**src/rtl/plank_frame_ctrl.sv**
```systemverilog
//------------------------------------------------------------------------------
// plank_frame_ctrl
//   Hunts for the 21-byte PLANK command frame on the UART byte stream, checks
//   XOR checksum and footer, and commits attenuation/phase/power atomically.
//   Optional inter-byte timeout: define PLANK_FRAME_TIMEOUT_EN.
// Revision: 1.0  initial release
//------------------------------------------------------------------------------
`default_nettype none

module plank_frame_ctrl #(
`ifdef PLANK_FRAME_TIMEOUT_EN
  parameter int unsigned TIMEOUT_CYCLES = 17360,
`endif
  parameter logic [3:0]  CMD_LOAD       = 4'h2,
  parameter logic [3:0]  CMD_NOP        = 4'h0
) (
  input  logic        i_clk,
  input  logic        i_rst,
  input  logic        i_rx_dv,
  input  logic [7:0]  i_rx_byte,
  input  logic        i_TR_pulse,
  input  logic        i_inhibit,
  output logic [47:0] o_attn,
  output logic [47:0] o_phase,
  output logic [7:0]  o_ch_power,
  output logic        o_frame_ok,
  output logic        o_frame_err,
  output logic [2:0]  o_err_code,
  output logic [7:0]  o_err_cnt,
  output logic        o_ack_dv,
  output logic [7:0]  o_ack_byte,
  output logic        o_pending,
  output logic        o_busy
);

  localparam logic [2:0] S_IDLE = 3'd0;
  localparam logic [2:0] S_CMD  = 3'd1;
  localparam logic [2:0] S_DATA = 3'd2;
  localparam logic [2:0] S_CSUM = 3'd3;
  localparam logic [2:0] S_FTR  = 3'd4;

  localparam logic [2:0] ERR_NONE    = 3'd0;
  localparam logic [2:0] ERR_FOOTER  = 3'd1;
  localparam logic [2:0] ERR_CSUM    = 3'd2;
  localparam logic [2:0] ERR_CMD     = 3'd3;
  localparam logic [2:0] ERR_TIMEOUT = 3'd4;

  logic [2:0]  state_q, state_d;
  logic [4:0]  idx_q, idx_d;
  logic [3:0]  flags_q, flags_d;
  logic [3:0]  cmd_q, cmd_d;
  logic [7:0]  xor_q, xor_d;
  logic        csum_bad_q, csum_bad_d;
  logic [47:0] sh_attn_q, sh_attn_d;
  logic [47:0] sh_phase_q, sh_phase_d;
  logic [7:0]  sh_pwr_q, sh_pwr_d;
  logic [47:0] stg_attn_q, stg_attn_d;
  logic [47:0] stg_phase_q, stg_phase_d;
  logic [7:0]  stg_pwr_q, stg_pwr_d;
  logic [2:0]  stg_en_q, stg_en_d;
  logic        stg_defer_q, stg_defer_d;
  logic        pending_q, pending_d;
  logic [47:0] attn_q, attn_d;
  logic [47:0] phase_q, phase_d;
  logic [7:0]  pwr_q, pwr_d;
  logic        frame_ok_q, frame_ok_d;
  logic        frame_err_q, frame_err_d;
  logic [2:0]  err_code_q, err_code_d;
  logic [7:0]  err_cnt_q, err_cnt_d;
  logic        ack_dv_q, ack_dv_d;
  logic [7:0]  ack_byte_q, ack_byte_d;
  logic        tr_prev_q, tr_prev_d;

  logic        tr_rise;
  logic        accept_load;
  logic [2:0]  ftr_code;
  logic [7:0]  err_cnt_inc;

`ifdef PLANK_FRAME_TIMEOUT_EN
  localparam int unsigned TO_W = $clog2(TIMEOUT_CYCLES);
  logic [TO_W-1:0] to_cnt_q, to_cnt_d;
`endif

  assign tr_rise     = i_TR_pulse & ~tr_prev_q;
  assign err_cnt_inc = (err_cnt_q == 8'hFF) ? err_cnt_q : err_cnt_q + 8'd1;

  always_comb begin
    if (i_rx_byte != 8'h55) begin
      ftr_code = ERR_FOOTER;
    end else if (csum_bad_q) begin
      ftr_code = ERR_CSUM;
    end else if ((cmd_q != CMD_LOAD) && (cmd_q != CMD_NOP)) begin
      ftr_code = ERR_CMD;
    end else begin
      ftr_code = ERR_NONE;
    end
  end

  always_comb begin
    state_d     = state_q;
    idx_d       = idx_q;
    flags_d     = flags_q;
    cmd_d       = cmd_q;
    xor_d       = xor_q;
    csum_bad_d  = csum_bad_q;
    sh_attn_d   = sh_attn_q;
    sh_phase_d  = sh_phase_q;
    sh_pwr_d    = sh_pwr_q;
    stg_attn_d  = stg_attn_q;
    stg_phase_d = stg_phase_q;
    stg_pwr_d   = stg_pwr_q;
    stg_en_d    = stg_en_q;
    stg_defer_d = stg_defer_q;
    pending_d   = pending_q;
    attn_d      = attn_q;
    phase_d     = phase_q;
    pwr_d       = pwr_q;
    err_code_d  = err_code_q;
    err_cnt_d   = err_cnt_q;
    ack_byte_d  = ack_byte_q;
    frame_ok_d  = 1'b0;
    frame_err_d = 1'b0;
    ack_dv_d    = 1'b0;
    accept_load = 1'b0;
    tr_prev_d   = i_TR_pulse;

    if (i_rx_dv) begin
      case (state_q)
        S_IDLE: begin
          if (i_rx_byte == 8'hAA) state_d = S_CMD;
        end
        S_CMD: begin
          flags_d = i_rx_byte[7:4];
          cmd_d   = i_rx_byte[3:0];
          xor_d   = i_rx_byte;
          idx_d   = 5'd0;
          state_d = S_DATA;
        end
        S_DATA: begin
          xor_d = xor_q ^ i_rx_byte;
          // Index 0..7 attenuation, 8..15 phase, 16 power mask.
          for (int c = 0; c < 8; c++) begin
            if (idx_q == 5'(c))     sh_attn_d[c*6 +: 6]  = i_rx_byte[5:0];
            if (idx_q == 5'(c + 8)) sh_phase_d[c*6 +: 6] = i_rx_byte[5:0];
          end
          if (idx_q == 5'd16) begin
            sh_pwr_d = i_rx_byte;
            state_d  = S_CSUM;
          end else begin
            idx_d = idx_q + 5'd1;
          end
        end
        S_CSUM: begin
          csum_bad_d = (i_rx_byte != xor_q);
          state_d    = S_FTR;
        end
        S_FTR: begin
          state_d  = S_IDLE;
          ack_dv_d = 1'b1;
          if (ftr_code != ERR_NONE) begin
            frame_err_d = 1'b1;
            err_code_d  = ftr_code;
            err_cnt_d   = err_cnt_inc;
            ack_byte_d  = {4'hE, 1'b0, ftr_code};
          end else begin
            frame_ok_d  = 1'b1;
            ack_byte_d  = {4'hA, cmd_q};
            accept_load = (cmd_q == CMD_LOAD);
          end
        end
        default: state_d = S_IDLE;
      endcase
    end

`ifdef PLANK_FRAME_TIMEOUT_EN
    to_cnt_d = to_cnt_q;
    if ((state_q == S_IDLE) || i_rx_dv) begin
      to_cnt_d = '0;
    end else if (to_cnt_q == TO_W'(TIMEOUT_CYCLES - 1)) begin
      to_cnt_d    = '0;
      state_d     = S_IDLE;
      frame_err_d = 1'b1;
      ack_dv_d    = 1'b1;
      err_code_d  = ERR_TIMEOUT;
      err_cnt_d   = err_cnt_inc;
      ack_byte_d  = {4'hE, 1'b0, ERR_TIMEOUT};
    end else begin
      to_cnt_d = to_cnt_q + 1'b1;
    end
`else
    // No inter-byte timeout: a stalled frame waits for further bytes.
`endif

    // A fresh accepted frame replaces any staged set; the TR edge in the same
    // cycle therefore never commits it.
    if (accept_load) begin
      stg_en_d    = flags_q[2:0];
      stg_defer_d = flags_q[3];
      if (flags_q[0]) stg_attn_d  = sh_attn_q;
      if (flags_q[1]) stg_phase_d = sh_phase_q;
      if (flags_q[2]) stg_pwr_d   = sh_pwr_q;
      if (!flags_q[3] && !i_inhibit) begin
        if (flags_q[0]) attn_d  = sh_attn_q;
        if (flags_q[1]) phase_d = sh_phase_q;
        if (flags_q[2]) pwr_d   = sh_pwr_q;
        pending_d = 1'b0;
      end else begin
        pending_d = 1'b1;
      end
    end else if (pending_q && !i_inhibit && (!stg_defer_q || tr_rise)) begin
      if (stg_en_q[0]) attn_d  = stg_attn_q;
      if (stg_en_q[1]) phase_d = stg_phase_q;
      if (stg_en_q[2]) pwr_d   = stg_pwr_q;
      pending_d = 1'b0;
    end
  end

  always_ff @(posedge i_clk or negedge i_rst) begin
    if (!i_rst) begin
      state_q     <= S_IDLE;
      idx_q       <= '0;
      flags_q     <= '0;
      cmd_q       <= '0;
      xor_q       <= '0;
      csum_bad_q  <= 1'b0;
      sh_attn_q   <= '0;
      sh_phase_q  <= '0;
      sh_pwr_q    <= '0;
      stg_attn_q  <= '0;
      stg_phase_q <= '0;
      stg_pwr_q   <= '0;
      stg_en_q    <= '0;
      stg_defer_q <= 1'b0;
      pending_q   <= 1'b0;
      attn_q      <= '0;
      phase_q     <= '0;
      pwr_q       <= '0;
      frame_ok_q  <= 1'b0;
      frame_err_q <= 1'b0;
      err_code_q  <= '0;
      err_cnt_q   <= '0;
      ack_dv_q    <= 1'b0;
      ack_byte_q  <= '0;
      tr_prev_q   <= 1'b0;
    end else begin
      state_q     <= state_d;
      idx_q       <= idx_d;
      flags_q     <= flags_d;
      cmd_q       <= cmd_d;
      xor_q       <= xor_d;
      csum_bad_q  <= csum_bad_d;
      sh_attn_q   <= sh_attn_d;
      sh_phase_q  <= sh_phase_d;
      sh_pwr_q    <= sh_pwr_d;
      stg_attn_q  <= stg_attn_d;
      stg_phase_q <= stg_phase_d;
      stg_pwr_q   <= stg_pwr_d;
      stg_en_q    <= stg_en_d;
      stg_defer_q <= stg_defer_d;
      pending_q   <= pending_d;
      attn_q      <= attn_d;
      phase_q     <= phase_d;
      pwr_q       <= pwr_d;
      frame_ok_q  <= frame_ok_d;
      frame_err_q <= frame_err_d;
      err_code_q  <= err_code_d;
      err_cnt_q   <= err_cnt_d;
      ack_dv_q    <= ack_dv_d;
      ack_byte_q  <= ack_byte_d;
      tr_prev_q   <= tr_prev_d;
    end
  end

`ifdef PLANK_FRAME_TIMEOUT_EN
  always_ff @(posedge i_clk or negedge i_rst) begin
    if (!i_rst) begin
      to_cnt_q <= '0;
    end else begin
      to_cnt_q <= to_cnt_d;
    end
  end
`endif

  assign o_attn      = attn_q;
  assign o_phase     = phase_q;
  assign o_ch_power  = pwr_q;
  assign o_frame_ok  = frame_ok_q;
  assign o_frame_err = frame_err_q;
  assign o_err_code  = err_code_q;
  assign o_err_cnt   = err_cnt_q;
  assign o_ack_dv    = ack_dv_q;
  assign o_ack_byte  = ack_byte_q;
  assign o_pending   = pending_q;
  assign o_busy      = (state_q != S_IDLE);

endmodule

`default_nettype wire

```
**config.mk**
```make
export PLATFORM = sky130hd
export DESIGN_NAME = plank_frame_ctrl
export DESIGN_NICKNAME = d
export VERILOG_FILES = /design/src/rtl/plank_frame_ctrl.sv
export SDC_FILE = /design/constraint.sdc
export NUM_CORES = 1
export LEC_CHECK = 0
export ABC_AREA = 1
export CAP_MARGIN = 10
export CORE_MARGIN = 5
export CORE_UTILIZATION = 55
export DETAILED_ROUTE_END_ITERATION = 8
export DONT_BUFFER_PORTS = 1
export GPL_TIMING_DRIVEN = 0
export PLACE_DENSITY = 0.81
export SETUP_SLACK_MARGIN = 0.1
export SLEW_MARGIN = 30
export SYNTH_ARGS = -nofsm -noshare
export SYNTH_HDL_FRONTEND = slang
export SYNTH_SLANG_ARGS = --single-unit
export TNS_END_PERCENT = 1
```
**constraint.sdc**
```tcl
create_clock -name i_clk -period 5.3 [get_ports i_clk]
set_input_delay 1.06 -clock i_clk [delete_from_list [all_inputs] [get_ports i_clk]]
set_output_delay 1.06 -clock i_clk [all_outputs]
set_load 0.1 [all_outputs]
```
==> summary.md <==
| Metric | Value |
|---|---|
| Status | complete, no violations |
| CTS H-Tree Depth | 2 |
| Placed Instance Area | 16400 um2 |
| Core area | roughly 29000 um2 |
| CTS sink cnt | roughly 360 |
| Clock-pin slew on the worst setup and hold paths | 0.06 ns |
| Critical path startpoint category | primary input |
| Final clock skew | 0.0104 ns |
| Height of the die | ~180 um |
| Diodes inserted | 0 |
| Root Buffer | clkbuf_16 |
| Cts repair resizes | 0 |
| RR Endpoint | o_attn[6] |
| Worst hold-check path type | in -> async |
| YS warnings | 0 |
| RSZ-0062 raised after global routing | false |
| Maximum capacitance violations | 0 |
| CTS tree | yes |
| Drt drc | 0 |
| First drt pass iteration count | 6 |
| Ys async rst share | 1.00 |
| Post-Syn Area | 15900 um2 |
| Critical path type | in -> reg |
| Max-slew violation count | 0 |
| Crit path DAT | 3.49 ns |
| DPL Wire Length | between 20 and 30 mm |
| Layout cell share with drive strength beyond 1 | 0.0673 |
| Largest net degree at the start of global routing | between 300 and 400 |
| # rows | 62 |
| Worst-Margin Slew | 1.00 ns |
| IO Count | around 140 |
| Antenna violations before repair | 0 |
| Nets | 1943 |
| Leakage | 8.82 nW |
| Clk_lat worst skew | 0.52 ns |
| Worst EP required | 5.71 ns |
| Die Span X | ~180 um |
| Final Instance Area | 17600 um2 |
| Synth area leader | dfrtp_1 |
| RR Startpoint | cmd_q[0] |
| PD cells | approximately 410 nW/um2 |
| Syn Inst Count | between 1500 and 2000 |
| Count leader, synth | nand2_1 |
| Number of setup violations in the final report | 0 |
| Post-synth EDFFs | 0 |
| Avg Inst Size Synth | between 8 and 9 um2 |
| Final Hold Viols | 0 |
| Clk buf depth | 3 |
| Routability cong. | approximately 0.86 |
| DR vias | 13139 |
| Reg-to-reg slack, setup | about 2.5 ns |
| Synth area leaders | dfrtp_1, nand2_1, o21ai_0, nand4_1, nand3_1 |
| Crit path max fanout | 10 |
| Area Overhead vs Synth | 10.6% |
| Drt first-iter violations | 1537 |
| F_max | 324 MHz |
| Commonest cells in the netlist | nand2_1, dfrtp_1, o21ai_0 |
| Gr usage total | 0.245 |
| Die area | 32400 um2 |
| Top cell type's share of synthesized area | 0.569 |
| Yosys cell types | 37 |
| WL/cell | 17.3 um |
| CTS Hold Bufs | 0 |
| First-pass GRT wire length | 66.0 mm |
| Sequential fraction of the synthesis area | 0.569 |
| Number of buffers created by CTS | 38 |
| Postcts setup bufs | 0 |
| Vias in the first global route | 12678 |
| Slew margin rel. | 0.334 |
| Initial Util | 0.556 |
| Routed Antenna Nets | 0 |
| R2R depth | 10 |
| Synth Flop Type | dfrtp_1 |
| Tcrit/Tclk final | 0.582 |
| Final wirelength | 40.3 mm |
| Grt ovf | 0 |
| Vias/cell | 5.64 |
| Final TNS setup | 0 ns |
| Worst Setup End Kind | register |
| Worst setup startpoint | i_rx_byte[5] |
| Yosys reg bits | roughly 360 |
| Buffers added on ports | 0 |
| Tmin final | 3.08 ns |
| Worst vdd ir | between 0.0004 and 0.0005 V |
| Crit path capture | o_attn[6] |
## how the worst min path moves through the flow
stage	endpoint	slack (ns)
2_1_floorplan	stg_en_q[0]	0.45
3_3_place_gp	stg_phase_q[10]	0.46
3_5_place_dp	stg_en_q[0]	0.47
4_1_cts	o_ack_byte[6]	0.24
5_1_grt	o_phase[36]	0.24
6_report	o_phase[34]	0.26
## report_power, final
part / internal, W / switching (W) / total [W]
Clock: 0.00155 / 0.00104 / 0.00259
Combinational: 0.000273 / 0.000636 / 0.000909
Sequential: 0.00307 / 0.000596 / 0.00367
## flip-flops by register name (all words and copies together) (netlist names), 6 cells and up
register	cells
o_attn	48
o_phase	48
sh_attn_q	48
sh_phase_q	48
stg_attn_q	48
stg_phase_q	48
o_ch_power	8
o_err_cnt	8
sh_pwr_q	8
stg_pwr_q	8
xor_q	8
o_ack_byte	6
## stage by stage
stage / utilization / std cells / hold WS, ns / setup slack [ns] / total power, W
after floorplan: - / 1884 / 0.453 / 2.73 / 0.00432
after global placement: 0.573 / 2268 / 0.465 / 1.80 / 0.00453
after detailed placement: 0.573 / 2268 / 0.471 / 1.79 / 0.00459
after CTS: 0.615 / 2331 / 0.242 / 2.30 / 0.00717
after global routing: 0.615 / 2331 / 0.242 / 2.12 / 0.00746
final: 0.615 / 2331 / 0.262 / 2.22 / 0.00717
## layer usage
metal	global-route usage	routed length, um	up-vias
li1	-	-	6165
met1	0.342	16900	6281
met2	0.380	18200	589
met3	0.0656	3950	104
met4	0.0796	1260	0
met5	0	0	-
## area by class of cell
cell class	instances	area (um2)
Fill cell	2302	11000
Buffer	132	624
Clock inverter	4	48.8
Clock buffer	59	1160
Sequential cell	362	9060
Multi-Input combinational cell	1252	5720
Tap cell	384	480
Inverter	138	518
## cells by family (layout without fill, tap and decap cells)
| family | Yosys count | count (layout) | synth area share |
|---|---|---|---|
| AO/OA/AOI/OAI | 245 | 245 | 0.0784 |
| AND/OR/NAND/NOR | 983 | 983 | 0.267 |
| multiplexers | 1 | 1 | 0.000707 |
| flip-flops | 362 | 362 | 0.569 |
| XOR/XNOR | 15 | 15 | 0.00825 |
| buffers and inverters | 270 | 333 | 0.0718 |
| adder cells (fa/ha/maj) | 6 | 6 | 0.00472 |
| other | 1 | 2 | 0.000236 |
## critical path, cell delays in order
cell and delay, ns:
inv_1 0.33, nand2_1 0.13, nor2_2 0.13, nand2_1 0.11, nor2_2 0.40, nand3_1 0.37, buf_2 0.34, buf_2 0.25
nand2_1 0.11, nand2_1 0.08, nand3_1 0.11, nand2_1 0.06
## cells in the final DEF, fill, tap and decap left out, drive strengths merged
| master | synthesis | routed |
|---|---|---|
| nand2 | 712 | 712 |
| dfrtp | 362 | 362 |
| o21ai | 226 | 226 |
| inv | 138 | 139 |
| clkbuf | 71 | 130 |
| nand3 | 117 | 117 |
| nand4 | 109 | 109 |
| buf | 61 | 61 |
| nor2 | 33 | 33 |
| xor2 | 8 | 8 |
| a31oi | 7 | 7 |
| xnor2 | 7 | 7 |
| a21oi | 6 | 6 |
| ha | 6 | 6 |
| nor3 | 5 | 5 |
| nor3b | 3 | 3 |
| nor4 | 2 | 2 |
| o211ai | 2 | 2 |
| o21a | 2 | 2 |
| conb | 1 | 2 |
| clkinv | 0 | 2 |
| mux2 | 1 | 1 |
| or2 | 1 | 1 |
| o22ai | 1 | 1 |
| a22oi | 1 | 1 |
| and2 | 1 | 1 |
| bufinv | 0 | 1 |
Note: power is estimated with default switching activity, not from simulation.
